[config.mk]
export PLATFORM = sky130hd
export DESIGN_NAME = ltl_report_collector
export DESIGN_NICKNAME = d
export VERILOG_FILES = /design/src/rtl/ltl_monitor_pkg.sv /design/src/rtl/ltl_report_fifo.sv /design/src/rtl/ltl_report_collector.sv
export SDC_FILE = /design/constraint.sdc
export NUM_CORES = 1
export LEC_CHECK = 0
export ABC_CLOCK_PERIOD_IN_PS = 5200
export BUFFER_PORTS_ARGS = -buffer_cell sky130_fd_sc_hd__buf_2
export CAP_MARGIN = 30
export CORE_AREA = 2 2 125 249
export CTS_CLUSTER_SIZE = 12
export DETAILED_ROUTE_END_ITERATION = 10
export DIE_AREA = 0 0 127 251
export PLACE_DENSITY = 0.69
export SYNTH_ARGS = -nofsm -noshare
export SYNTH_HDL_FRONTEND = slang
export SYNTH_SLANG_ARGS = --single-unit
[constraint.sdc]
create_clock -name clk -period 5.2 [get_ports clk]
set_input_delay 0.26 -clock clk [delete_from_list [all_inputs] [get_ports clk]]
set_output_delay 0.26 -clock clk [all_outputs]
set_load 0.01 [all_outputs]
[src/rtl/ltl_monitor_pkg.sv]
// Shared types for the LTL monitor report path: the record stored per
// reporting symbol and the occupancy state of the record FIFO.
package ltl_monitor_pkg;

   localparam int NUM_REPORTS_DEF = 4;
   localparam int IDX_W_DEF       = 32;

   // One buffered report: the symbol index that caused it and the report vector.
   typedef struct packed {
      logic [IDX_W_DEF-1:0]       idx;
      logic [NUM_REPORTS_DEF-1:0] reports;
   } report_rec_t;

   // Occupancy state of the record FIFO.
   typedef enum logic [1:0] {
      FIFO_EMPTY   = 2'd0,
      FIFO_PARTIAL = 2'd1,
      FIFO_FULL    = 2'd2
   } fifo_state_t;

endpackage

[src/rtl/ltl_report_fifo.sv]
// Synchronous record FIFO with flush. Pointers carry one extra wrap bit so
// full and empty are distinguishable; the head is read straight out of the
// storage registers and stays stable until popped. The occupancy state
// (EMPTY/PARTIAL/FULL) is exported as an FSM for the parent and checkers.
// Handshake: a push is accepted when not full, or when full and a pop happens
// in the same cycle; a pop while empty is ignored; flush wins over both.
module ltl_report_fifo
   import ltl_monitor_pkg::*;
#(
   parameter type REC_T = report_rec_t,
   parameter int  DEPTH = 8
) (
   input  logic        clk,
   input  logic        reset,
   input  logic        flush,
   input  logic        push,
   input  logic        pop,
   input  REC_T        wr_rec,
   output REC_T        head,
   output fifo_state_t state
);

   localparam int AW = $clog2(DEPTH);
   localparam logic [AW:0] LAST = (AW+1)'(DEPTH - 1);
   localparam logic [AW:0] ONE  = (AW+1)'(1);

   REC_T          mem [DEPTH];
   logic [AW:0]   wr_ptr;
   logic [AW:0]   rd_ptr;
   logic [AW:0]   count;
   logic          empty;
   logic          full;
   logic          wr_en;
   logic          rd_en;
   fifo_state_t   state_q;
   fifo_state_t   state_d;

   assign empty = (wr_ptr == rd_ptr);
   assign full  = (wr_ptr[AW] != rd_ptr[AW]) && (wr_ptr[AW-1:0] == rd_ptr[AW-1:0]);
   assign count = wr_ptr - rd_ptr;
   assign wr_en = push && (!full || pop) && !flush;
   assign rd_en = pop && !empty && !flush;
   assign head  = mem[rd_ptr[AW-1:0]];
   assign state = state_q;

   // Pointer update; reset and flush both return to empty.
   always_ff @(posedge clk) begin
      if (reset || flush) begin
         wr_ptr <= '0;
         rd_ptr <= '0;
      end else begin
         if (wr_en) wr_ptr <= wr_ptr + ONE;
         if (rd_en) rd_ptr <= rd_ptr + ONE;
      end
   end

   // Record storage; contents need no reset because the pointers gate them.
   always_ff @(posedge clk) begin
      if (wr_en) mem[wr_ptr[AW-1:0]] <= wr_rec;
   end

   // Occupancy state register.
   always_ff @(posedge clk) begin
      if (reset) state_q <= FIFO_EMPTY;
      else       state_q <= state_d;
   end

   // Occupancy next-state from the accepted push/pop of this cycle.
   always_comb begin
      state_d = state_q;
      if (flush) begin
         state_d = FIFO_EMPTY;
      end else begin
         case (state_q)
            FIFO_EMPTY:   if (wr_en) state_d = FIFO_PARTIAL;
            FIFO_PARTIAL: begin
               if (wr_en && !rd_en && count == LAST) state_d = FIFO_FULL;
               else if (rd_en && !wr_en && count == ONE) state_d = FIFO_EMPTY;
            end
            FIFO_FULL:    if (rd_en && !wr_en) state_d = FIFO_PARTIAL;
            default:      state_d = FIFO_EMPTY;
         endcase
      end
   end

endmodule

[src/rtl/ltl_report_collector.sv]
// Collects the report vector of one LTL automaton. Reports arrive one cycle
// after their symbol, so run and the symbol index are delayed by one cycle to
// qualify and tag them. Tagged records are buffered for a ready/valid consumer
// (rec_valid && rec_ready pops the head). Sticky seen/overflow flags and a
// saturating drop counter feed the software status block.
module ltl_report_collector
   import ltl_monitor_pkg::*;
#(
   parameter int NUM_REPORTS = NUM_REPORTS_DEF,
   parameter int IDX_W       = IDX_W_DEF,
   parameter int DEPTH       = 8,
   parameter int DROP_W      = 16
) (
   input  logic                   clk,
   input  logic                   reset,
   input  logic                   run,
   input  logic [NUM_REPORTS-1:0] report_in,
   input  logic                   flush,
   output logic                   rec_valid,
   input  logic                   rec_ready,
   output logic [IDX_W-1:0]       rec_idx,
   output logic [NUM_REPORTS-1:0] rec_reports,
   output logic [NUM_REPORTS-1:0] seen,
   output logic                   overflow,
   output logic [DROP_W-1:0]      drop_cnt
);

   typedef struct packed {
      logic [IDX_W-1:0]       idx;
      logic [NUM_REPORTS-1:0] reports;
   } rec_t;

   logic [IDX_W-1:0] sym_idx;
   logic [IDX_W-1:0] idx_d;
   logic             run_d;
   logic             push;
   logic             pop;
   logic             drop;
   rec_t             wr_rec;
   rec_t             head;
   fifo_state_t      fifo_state;

   assign push      = run_d && (|report_in);
   assign rec_valid = (fifo_state != FIFO_EMPTY);
   assign pop       = rec_valid && rec_ready;
   assign drop      = push && (fifo_state == FIFO_FULL) && !pop && !flush;
   assign wr_rec    = '{idx: idx_d, reports: report_in};
   assign rec_idx     = head.idx;
   assign rec_reports = head.reports;

   // Symbol counter and one-cycle alignment of run/index to the report.
   always_ff @(posedge clk) begin
      if (reset) begin
         sym_idx <= '0;
         idx_d   <= '0;
         run_d   <= 1'b0;
      end else begin
         run_d <= run;
         idx_d <= sym_idx;
         if (run) sym_idx <= sym_idx + IDX_W'(1);
      end
   end

   // Sticky status: seen flags, overflow and saturating drop count.
   always_ff @(posedge clk) begin
      if (reset || flush) begin
         seen     <= '0;
         overflow <= 1'b0;
         drop_cnt <= '0;
      end else begin
         if (run_d) seen <= seen | report_in;
         if (drop) begin
            overflow <= 1'b1;
            if (drop_cnt != '1) drop_cnt <= drop_cnt + DROP_W'(1);
         end
      end
   end

   ltl_report_fifo #(
      .REC_T (rec_t),
      .DEPTH (DEPTH)
   ) u_fifo (
      .clk    (clk),
      .reset  (reset),
      .flush  (flush),
      .push   (push),
      .pop    (pop),
      .wr_rec (wr_rec),
      .head   (head),
      .state  (fifo_state)
   );

endmodule
### Yosys cells after proc, flatten, opt, wreduce, memory -nomap -nowiden

Memories as Yosys holds them, arrays and structs flattened. A register that Yosys moved wholly into a read port is not among the register bits.
Index checks and enable logic that the tools add are counted.

| operators by class | value |
|---|---|
| multiplexer cells | 9 |
| eq/ne operators | 11 |
| reduce and logical (&&, ||, !) cells | 28 |
| add/sub/neg operators | 5 |
| bitwise logic cells | 1 |

Operator list:

| operator | count |
|---|---|
| adder 32 x 1 -> 32 bit (second input constant) | 1 |
| adder 16 x 1 -> 16 bit (second input constant) | 1 |
| inequality test 16 bit (second input constant) | 1 |
| logical AND 1 bit | 14 |
| adder 4 x 1 -> 4 bit (second input constant) | 2 |
| 2-to-1 mux 2 bit | 4 |
| logical NOT 1 bit | 6 |
| 2-to-1 mux 3 bit | 2 |
| case mux 2 bit (3 select lines) | 1 |
| == test 4 x 1 -> 1 bit (second input constant) | 1 |
| == test 4 x 3 -> 1 bit (second input constant) | 1 |
| == test 4 bit | 1 |
| inequality test 2 x 1 -> 1 bit (second input constant) | 2 |
| OR 4 bit | 1 |
| OR reduction 4 bit | 1 |
| subtractor 4 bit | 1 |
| == test 3 bit | 1 |
| inequality test 3 x 1 -> 1 bit (second input constant) | 1 |
| AND reduction 3 bit | 1 |
| == test 2 x 1 -> 1 bit (second input constant) | 1 |
| == test 2 bit (second input constant) | 1 |
| logical NOT 2 bit | 1 |
| logical OR 1 bit | 2 |
| 2-to-1 mux 1 bit | 2 |
| 4 further kinds | 4 |

| word-level totals | value |
|---|---|
| memory bits (writable) | 288 |
| memories | 1 |
| bits in registers | 96 |
| logic and storage cells | 64 |
| output and inout bits | 58 |
| input port bits | 9 |

Memory list:

| name | words | bits a word | rd ports | clocked after Yosys merged registers in | wr ports | line | RTL |
|---|---|---|---|---|---|---|---|
| u_fifo.mem | 8 | 36 | 1 | 1 | 1 | ltl_report_fifo.sv:27 | `REC_T mem [DEPTH];` |

### Depth between registers and ports, before layout

Gate-level depths: netlist of run 1.

| logic depth | value |
|---|---|
| depth in word-level cells | 12 |
| gate-level depth with buffers | 8 |
| gate-level depth less buffers | 7 |

### Hierarchy

A second synthesis of run 1 with hierarchy kept.

| unflattened totals | value |
|---|---|
| cell total of the unflattened synthesis | 854 |
| area, all modules | 14820.5 µm² |

Modules (own cells, without submodules):

| module | area each (µm²) | times used | sequential area each (µm²) | cells an instance |
|---|---|---|---|---|
| ltl_report_fifo | 11521.0 | 1 | 8908.5 | 507 |
| ltl_report_collector | 3299.4 | 1 | 1721.7 | 347 |

### Least setup slack after synthesis of run 1

Ideal clock, no wire load.

| timing | value |
|---|---|
| path kind | reg2reg |
| from | reg u_fifo.wr_ptr[0] |
| to | mem u_fifo.mem[4][0] (netlist name) (enable) |
| slack | 197 ps |
| stages on the path, launching flop included | 8 |
| library setup time | 482 ps |
| clock period less this slack | 5003 ps |
| arrival | 4522 ps |
| buffers on the path | 1 |
| data required time | 4718 ps |
| cells stage by stage | dfxtp_1 > clkbuf_1 > inv_1 > ha_1 > and3_1 > a311oi_2 > nand2_1 > nor3b_1 |

| on the way | value |
|---|---|
| longest elaborated chain between the ends | 8 |

RTL lines:

| item | line | RTL |
|---|---|---|
| start, declared | ltl_report_fifo.sv:28 | `logic [AW:0] wr_ptr;` |
| start signal, assigned | ltl_report_fifo.sv:52 | `if (wr_en) wr_ptr <= wr_ptr + ONE;` |
| == test 3 bit | ltl_report_fifo.sv:39 | `assign full = (wr_ptr[AW] != rd_ptr[AW]) && (wr_ptr[AW-1:0] == rd_ptr[AW-1:0]);` |
| logical AND 1 bit | ltl_report_fifo.sv:39 |  |
| logical NOT 1 bit | ltl_report_fifo.sv:41 | `assign wr_en = push && (!full \|\| pop) && !flush;` |
| logical OR 1 bit | ltl_report_fifo.sv:41 |  |
| logical AND 1 bit (2 in a row) | ltl_report_fifo.sv:41 |  |
| 2-to-1 mux 1 bit | ltl_report_fifo.sv:59 | `if (wr_en) mem[wr_ptr[AW-1:0]] <= wr_rec;` |
| 2-to-1 mux 1 bit (not written as such) | ltl_report_fifo.sv:59 |  |
| end, declared | ltl_report_fifo.sv:27 |  |

Several ways; a longest one is shown, not always the timed one.

### Final worst setup path of run 1

| timing | value |
|---|---|
| from | reg u_fifo.wr_ptr[0] |
| to | mem u_fifo.mem[5][12] (netlist name) (enable) |

The elaborated chain is that of the path after synthesis.

==> impl_metrics.py, run 1 <==
metrics = {
    "global_route": {
        "grt_pass1_wl_um": 42100,
        "grt_remaining_overflow": 0,
        "antenna_found_initial": 0,
        "grtUsageTotal_pct": 17.1,
        "grt_max_degree": 67,
        "grt_pass1_vias": 7561,
    },
    "place": {
        "place_hpwl_um": 15800,
        "place_congestion": 0.775,
        "port_buffers": 66,
    },
    "detailed_routing": {
        "vias": 7290,
        "dr.pass1.iters": 4,
        "drt_iter0_drc": 418,
        "routedWlPerCell_um": 20.0,
        "drc": 0,
        "ant_nets": 0,
        "drt_wl_total_um": 26500,
        "avgViaCountPerCell": 5.52,
    },
    "setup_path": {
        "crit_path_cell_trace": "inv_1, ha_1, and3_1, a311oi_2, nand2_1, nor2_4, buf_4",
        "max_stage_delay_ns": 0.62,
        "crit_type": "flip-flop to flip-flop",
        "arrival_ns": 3.72,
        "worstPathRequired_ns": 5.40,
        "cp_max_fo": 20,
        "crit_path_end_kind": "flip-flop",
        "startpoint_type": "flip-flop",
        "slowest_stage": "a311oi_2",
    },
    "status": {
        "status": "finished, final reports clean",
    },
    "timing": {
        "max_freq_ghz": 0.284,
        "finalSetupTns_ns": 0,
        "fin_crit_sh_pct": 67.6,
        "relSlewSlack_pct": 42.3,
        "tightest_slew_ns": 0.861,
        "hold_violations": 0,
        "min_period_ns": 3.52,
        "setup_viol": 0,
        "rsz0062_at_grt": "no",
        "fin_skew_ns": 0.0108,
        "slew_violations": 0,
    },
    "logic_synthesis": {
        "ys_ff_latch": 387,
        "synth_enable_flop_cells": 288,
        "synth_area_um2": 14800,
        "synthArstFlopShare_pct": 0,
        "synth_top_area_share_pct": 58.5,
        "synth_ff_type": "edfxtp_1",
        "ys_types": 44,
        "yosysTopAreaCell": "edfxtp_1",
        "synth.area.top_cells": "edfxtp_1 59%, dfxtp_1 13%, mux4_2 11%",
        "ys_warn_count": 0,
        "synth.avg_cell_area_um2": 17.6,
        "seq_area_frac_synth_pct": 72.0,
        "syn_nets": 855,
        "syn_inst": 838,
    },
    "job": {
        "cap_violations": 0,
    },
    "final_layout": {
        "utilization_pct": 55.9,
        "nNetsFinal": 942,
        "antenna_cells": 0,
        "synthToLayoutAreaGrowth_pct": 13.3,
        "drive_above_1_share_pct": 27.7,
        "fill_cells": 2333,
    },
    "cts": {
        "tritoncts.num_buffers": 38,
        "cts_tree": "yes",
        "post_cts_buffers": 0,
        "cts_hold_buffers": 0,
        "ctsRootBufferMaster": "clkbuf_16",
        "clkTransAtPathRegs_ns": 0.06,
        "insertion_delay_ns": 0.52,
        "clock_sinks": 387,
        "cts_buffer_depth": 3,
        "h-tree-depth": 2,
        "post_cts_resized": 0,
    },
    "pwr": {
        "internal_power_mw": 4.74,
        "ir_drop_uv": 332,
        "power_frac_comb_pct": 1.4,
        "p_per_area_nw_per_um2": 350,
        "swShare_pct": 18.9,
        "switchingPower_mw": 1.11,
        "p_clk_share_pct": 42.1,
        "p_leak_nw": 5.18,
        "seq_power_share_pct": 56.5,
    },
    "floorplan": {
        "die_h_um": 251,
        "start_util_pct": 49.3,
        "dieArea_um2": 31900,
        "core_area_um2": 30000,
        "ios": 67,
        "std_cell_rows": 90,
        "die_w_um": 127,
    },
    "worst_hold_path": {
        "hold_class": "input pin to flip-flop",
    },
}
==> layout make-up <==
class / instances / area [um2] / share of cell area, %
Clock inverter: 2 / 15.0 / 0.0897
Multi-Input combinational cell: 403 / 3990 / 23.8
Timing Repair Buffer: 86 / 522 / 3.12
Inverter: 9 / 33.8 / 0.202
Clock buffer: 65 / 1080 / 6.47
Tap cell: 368 / 460 / 2.75
Sequential cell: 387 / 10600 / 63.5
==> kinds of logic (layout without fill, tap and decap cells) <==
family	count (synthesis)	count (layout)	synth area share, %
compound gates	22	22	0.923
xor+xnor	55	55	3.26
fa+ha+maj	8	8	0.728
buf+inv	48	162	1.47
flops	387	387	72.0
mux	111	111	13.9
simple gates	207	207	7.75
==> worst max-delay path: cells and delay by family (launching register included) <==
family | cells | cell delay [ns]
and+or+nand+nor | 3 | 1.12
AOI/OAI and AO/OA | 1 | 0.62
buffers and inverters | 2 | 0.56
DFF | 1 | 0.54
adders and majority gates | 1 | 0.34
==> synthesized netlist by cell type (8+ instances only) <==
master / instances
nand2_1: 22
nand3_1: 16
dfxtp_1: 99
xor2_1: 30
nor2_1: 67
edfxtp_1: 288
a21oi_1: 11
nor2b_1: 32
clkbuf_1: 23
nand4_1: 19
xnor2_1: 25
mux4_2: 72
mux2_2: 36
nor4_1: 8
inv_1: 9
==> cell usage in the layout (no fill, tap or decap), types with 16 or more instances in the layout <==
cell type,netlist,routed
nand4_1,19,19
xnor2_1,25,25
nand3_1,16,16
buf_2,7,66
dfxtp_1,99,96
buf_4,1,16
edfxtp_1,288,288
mux2_2,36,36
clkbuf_16,0,39
mux4_2,72,72
nor2b_1,32,32
nor2_1,67,66
nand2_1,22,22
clkbuf_1,23,25
xor2_1,30,30
==> through the flow <==
step	hold WS [ns]	instances	total power [mW]	setup WS, ns	area (um2)
floorplan	0.359	838	3.42	0.197	14800
global placement	0.433	1250	3.45	1.84	15600
detailed placement	0.438	1253	3.45	1.69	15600
CTS	0.0505	1320	5.93	1.67	16700
global route	0.0652	1320	6.04	1.48	16700
finish	0.0749	1320	5.85	1.68	16700
==> flip-flops by register name (all words and copies together) (netlist names), named ones only <==
signal,flops
seen,4
u_fifo.rd_ptr,4
run_d,1
u_fifo.mem,288
u_fifo.state,2
u_fifo.wr_ptr,4
overflow,1
idx_d,32
sym_idx,32
drop_cnt,16
==> power by group through the flow <==
stage               combinational, mW  sequential, mW  clock [mW]
finish                         0.0808            3.30        2.47
detailed placement             0.0827            3.37           0
global route                   0.0888            3.30        2.65
global placement               0.0813            3.37           0
floorplan                      0.0506            3.37           0
CTS                            0.0831            3.30        2.54
==> final timing paths <==
check	slack [ns]	to	cells after the start	start
worst max-delay path	1.68	u_fifo.mem[5][12]	7	u_fifo.wr_ptr[0]
worst min-delay path	0.07	run_d	2	run
worst min register to register	0.44	overflow	2	overflow
worst max register to register	1.68	u_fifo.mem[5][12]	7	u_fifo.wr_ptr[0]
==> routing by layer <==
| layer | track usage, % | wire length, um |
|---|---|---|
| met5 | 0 | 0 |
| met4 | 5.78 | 747 |
| met3 | 2.60 | 833 |
| met1 | 21.7 | 11000 |
| met2 | 30.0 | 13900 |
Note: power is estimated with default switching activity, not from simulation.
==> inputs of run 2 (changes only) <==
ABC_CLOCK_PERIOD_IN_PS = 3200   (was 5200)
clock period = 3.2 ns   (was 5.2 ns; I/O delays follow)
==> run 2 against run 1 <==
Non-clock buffer count rose by 4. Final cell count rose by 0.38%. Routed wire length increased by 0.94%. Die area unchanged. Maximum frequency is 35% higher. Largest cell class unchanged.
==> impl_metrics.py, run 2 (synthesis gave the netlist of run 1 again) <==
metrics = {
    "place": {
        "place_hpwl_um": 15000,
        "place_congestion": 0.752,
        "port_buffers": 66,
        "post_dp_cell_area_um2": 15800,
    },
    "cts": {
        "clkTransAtPathRegs_ns": 0.06,
        "ctsRootBufferMaster": "clkbuf_16",
        "clock_sinks": 387,
        "post_cts_buffers": 0,
        "cts_tree": "yes",
        "cts_buffer_depth": 3,
        "insertion_delay_ns": 0.53,
        "tritoncts.num_buffers": 38,
        "h-tree-depth": 2,
    },
    "global_route": {
        "grt_util_met1_pct": 21.4,
        "antenna_found_initial": 0,
        "grt_pass1_wl_um": 42300,
        "grt_use_met3_pct": 2.79,
        "grt_util_met2_pct": 30.2,
        "busiest_layer": "met2",
        "grtUsageTotal_pct": 17.2,
        "grt_remaining_overflow": 0,
        "grt_max_degree": 73,
        "grt_pass1_vias": 7724,
    },
    "setup_path": {
        "slowest_stage": "a311oi_4",
        "startpoint_type": "flip-flop",
        "crit_path_cell_trace": "inv_1, ha_1, and3_1, a311oi_4, nand2_2, nor3b_4, buf_12",
        "worstPathRequired_ns": 3.41,
        "max_stage_delay_ns": 0.42,
        "crit_path_end_kind": "flip-flop",
        "crit_type": "flip-flop to flip-flop",
        "cp.buffers_inverters": 2,
        "arrival_ns": 2.82,
        "crit_family": "simple AND/OR/NAND/NOR gates",
        "cp_max_fo": 36,
    },
    "timing": {
        "slew_violations": 0,
        "finalSetupTns_ns": 0,
        "max_freq_ghz": 0.383,
        "fin_skew_ns": 0.0169,
        "fin_crit_sh_pct": 81.6,
        "setup_viol": 0,
        "hold_violations": 0,
        "hold-worst-slack_ns": 0.0341,
        "rsz0062_at_grt": "no",
        "tightest_slew_ns": 0.863,
        "min_period_ns": 2.61,
        "relSlewSlack_pct": 42.1,
    },
    "floorplan": {
        "core_area_um2": 30000,
        "start_util_pct": 49.3,
        "die_h_um": 251,
        "die_w_um": 127,
        "std_cell_rows": 90,
        "dieArea_um2": 31900,
        "ios": 67,
    },
    "final_layout": {
        "nNetsFinal": 946,
        "largest_reg_flops": 288,
        "layout.area.seq_um2": 10600,
        "drive_above_1_share_pct": 27.7,
        "synthToLayoutAreaGrowth_pct": 14.6,
        "design_area_um2": 16900,
        "final_common_cell": "edfxtp_1",
        "antenna_cells": 0,
        "multi_input_area_um2": 4030,
        "fill_cells": 2325,
        "mostFrequentLayoutCells": "288 x edfxtp_1, 96 x dfxtp_1, 72 x mux4_2",
    },
    "detailed_routing": {
        "drt_iter0_drc": 438,
        "routedWlPerCell_um": 20.2,
        "ant_nets": 0,
        "drc": 0,
        "drt_wl_total_um": 26700,
        "avgViaCountPerCell": 5.55,
        "dr.pass1.iters": 5,
        "vias": 7352,
    },
    "status": {
        "status": "finished, final reports clean",
    },
    "pwr": {
        "p_leak_nw": 5.22,
        "p_per_area_nw_per_um2": 566,
        "ir_drop_uv": 424,
        "power.total_mw": 9.58,
    },
    "job": {
        "cap_violations": 0,
    },
    "worst_hold_path": {
        "hold_class": "input pin to flip-flop",
    },
}
## run 2: final timing paths
| kind | startpoint | endpoint | slack [ns] | cells past startpoint |
|---|---|---|---|---|
| max | u_fifo.rd_ptr[1] | u_fifo.mem[4][12] | 0.59 | 7 |
| min reg2reg | overflow | overflow | 0.45 | 2 |
| max reg2reg | u_fifo.rd_ptr[1] | u_fifo.mem[4][12] | 0.59 | 7 |
| min | report_in[2] | u_fifo.mem[5][2] | 0.03 | 2 |
## run 2: cell type report
cell class	count	area share (%)
Inverter	9	0.199
Tap cell	368	2.72
Sequential cell	387	62.8
Clock inverter	3	0.199
Multi-Input combinational cell	403	23.8
Timing Repair Buffer	90	3.89
Clock buffer	65	6.40
## run 2: repair_timing
item	CTS	global route
resized for setup	0	0
endpoints found under the setup margin	0	0
hold endpoints to repair	26	0
hold buffers	4	0
## run 2: per-stage QoR
stage | instances | setup WS (ns) | utilization, %
floorplan | 838 | 0.0407 | -
global placement | 1253 | 0.644 | 52.7
detailed placement | 1253 | 0.598 | 52.7
CTS | 1325 | 0.524 | 56.5
global route | 1325 | 0.406 | 56.5
finish | 1325 | 0.588 | 56.5
## run 2: power breakdown
part           leakage (nW)  internal [mW]  switching, mW  total [mW]
Combinational          1.35         0.0607         0.0813       0.142
Sequential             3.33           5.36         0.0121        5.37
Clock                 0.536           2.31           1.76        4.07
## run 2: worst reg2reg max path, delay by kind of cell (launching register included)
family                   cells  cell delay (ns)
flip-flops                   1             0.40
adder cells (fa/ha/maj)      1             0.32
buffers and inverters        2             0.36
AO/OA/AOI/OAI                1             0.42
AND/OR/NAND/NOR              3             0.75
## run 2: layer usage
metal  routed length [um]  part of all wire [%]  vias up
li1                     -                     -     3398
met1                10800                    40     3751
met2                14100                    53      146
met3                  994                   3.7       57
met4                  850                   3.2        0
met5                    0                     0        -
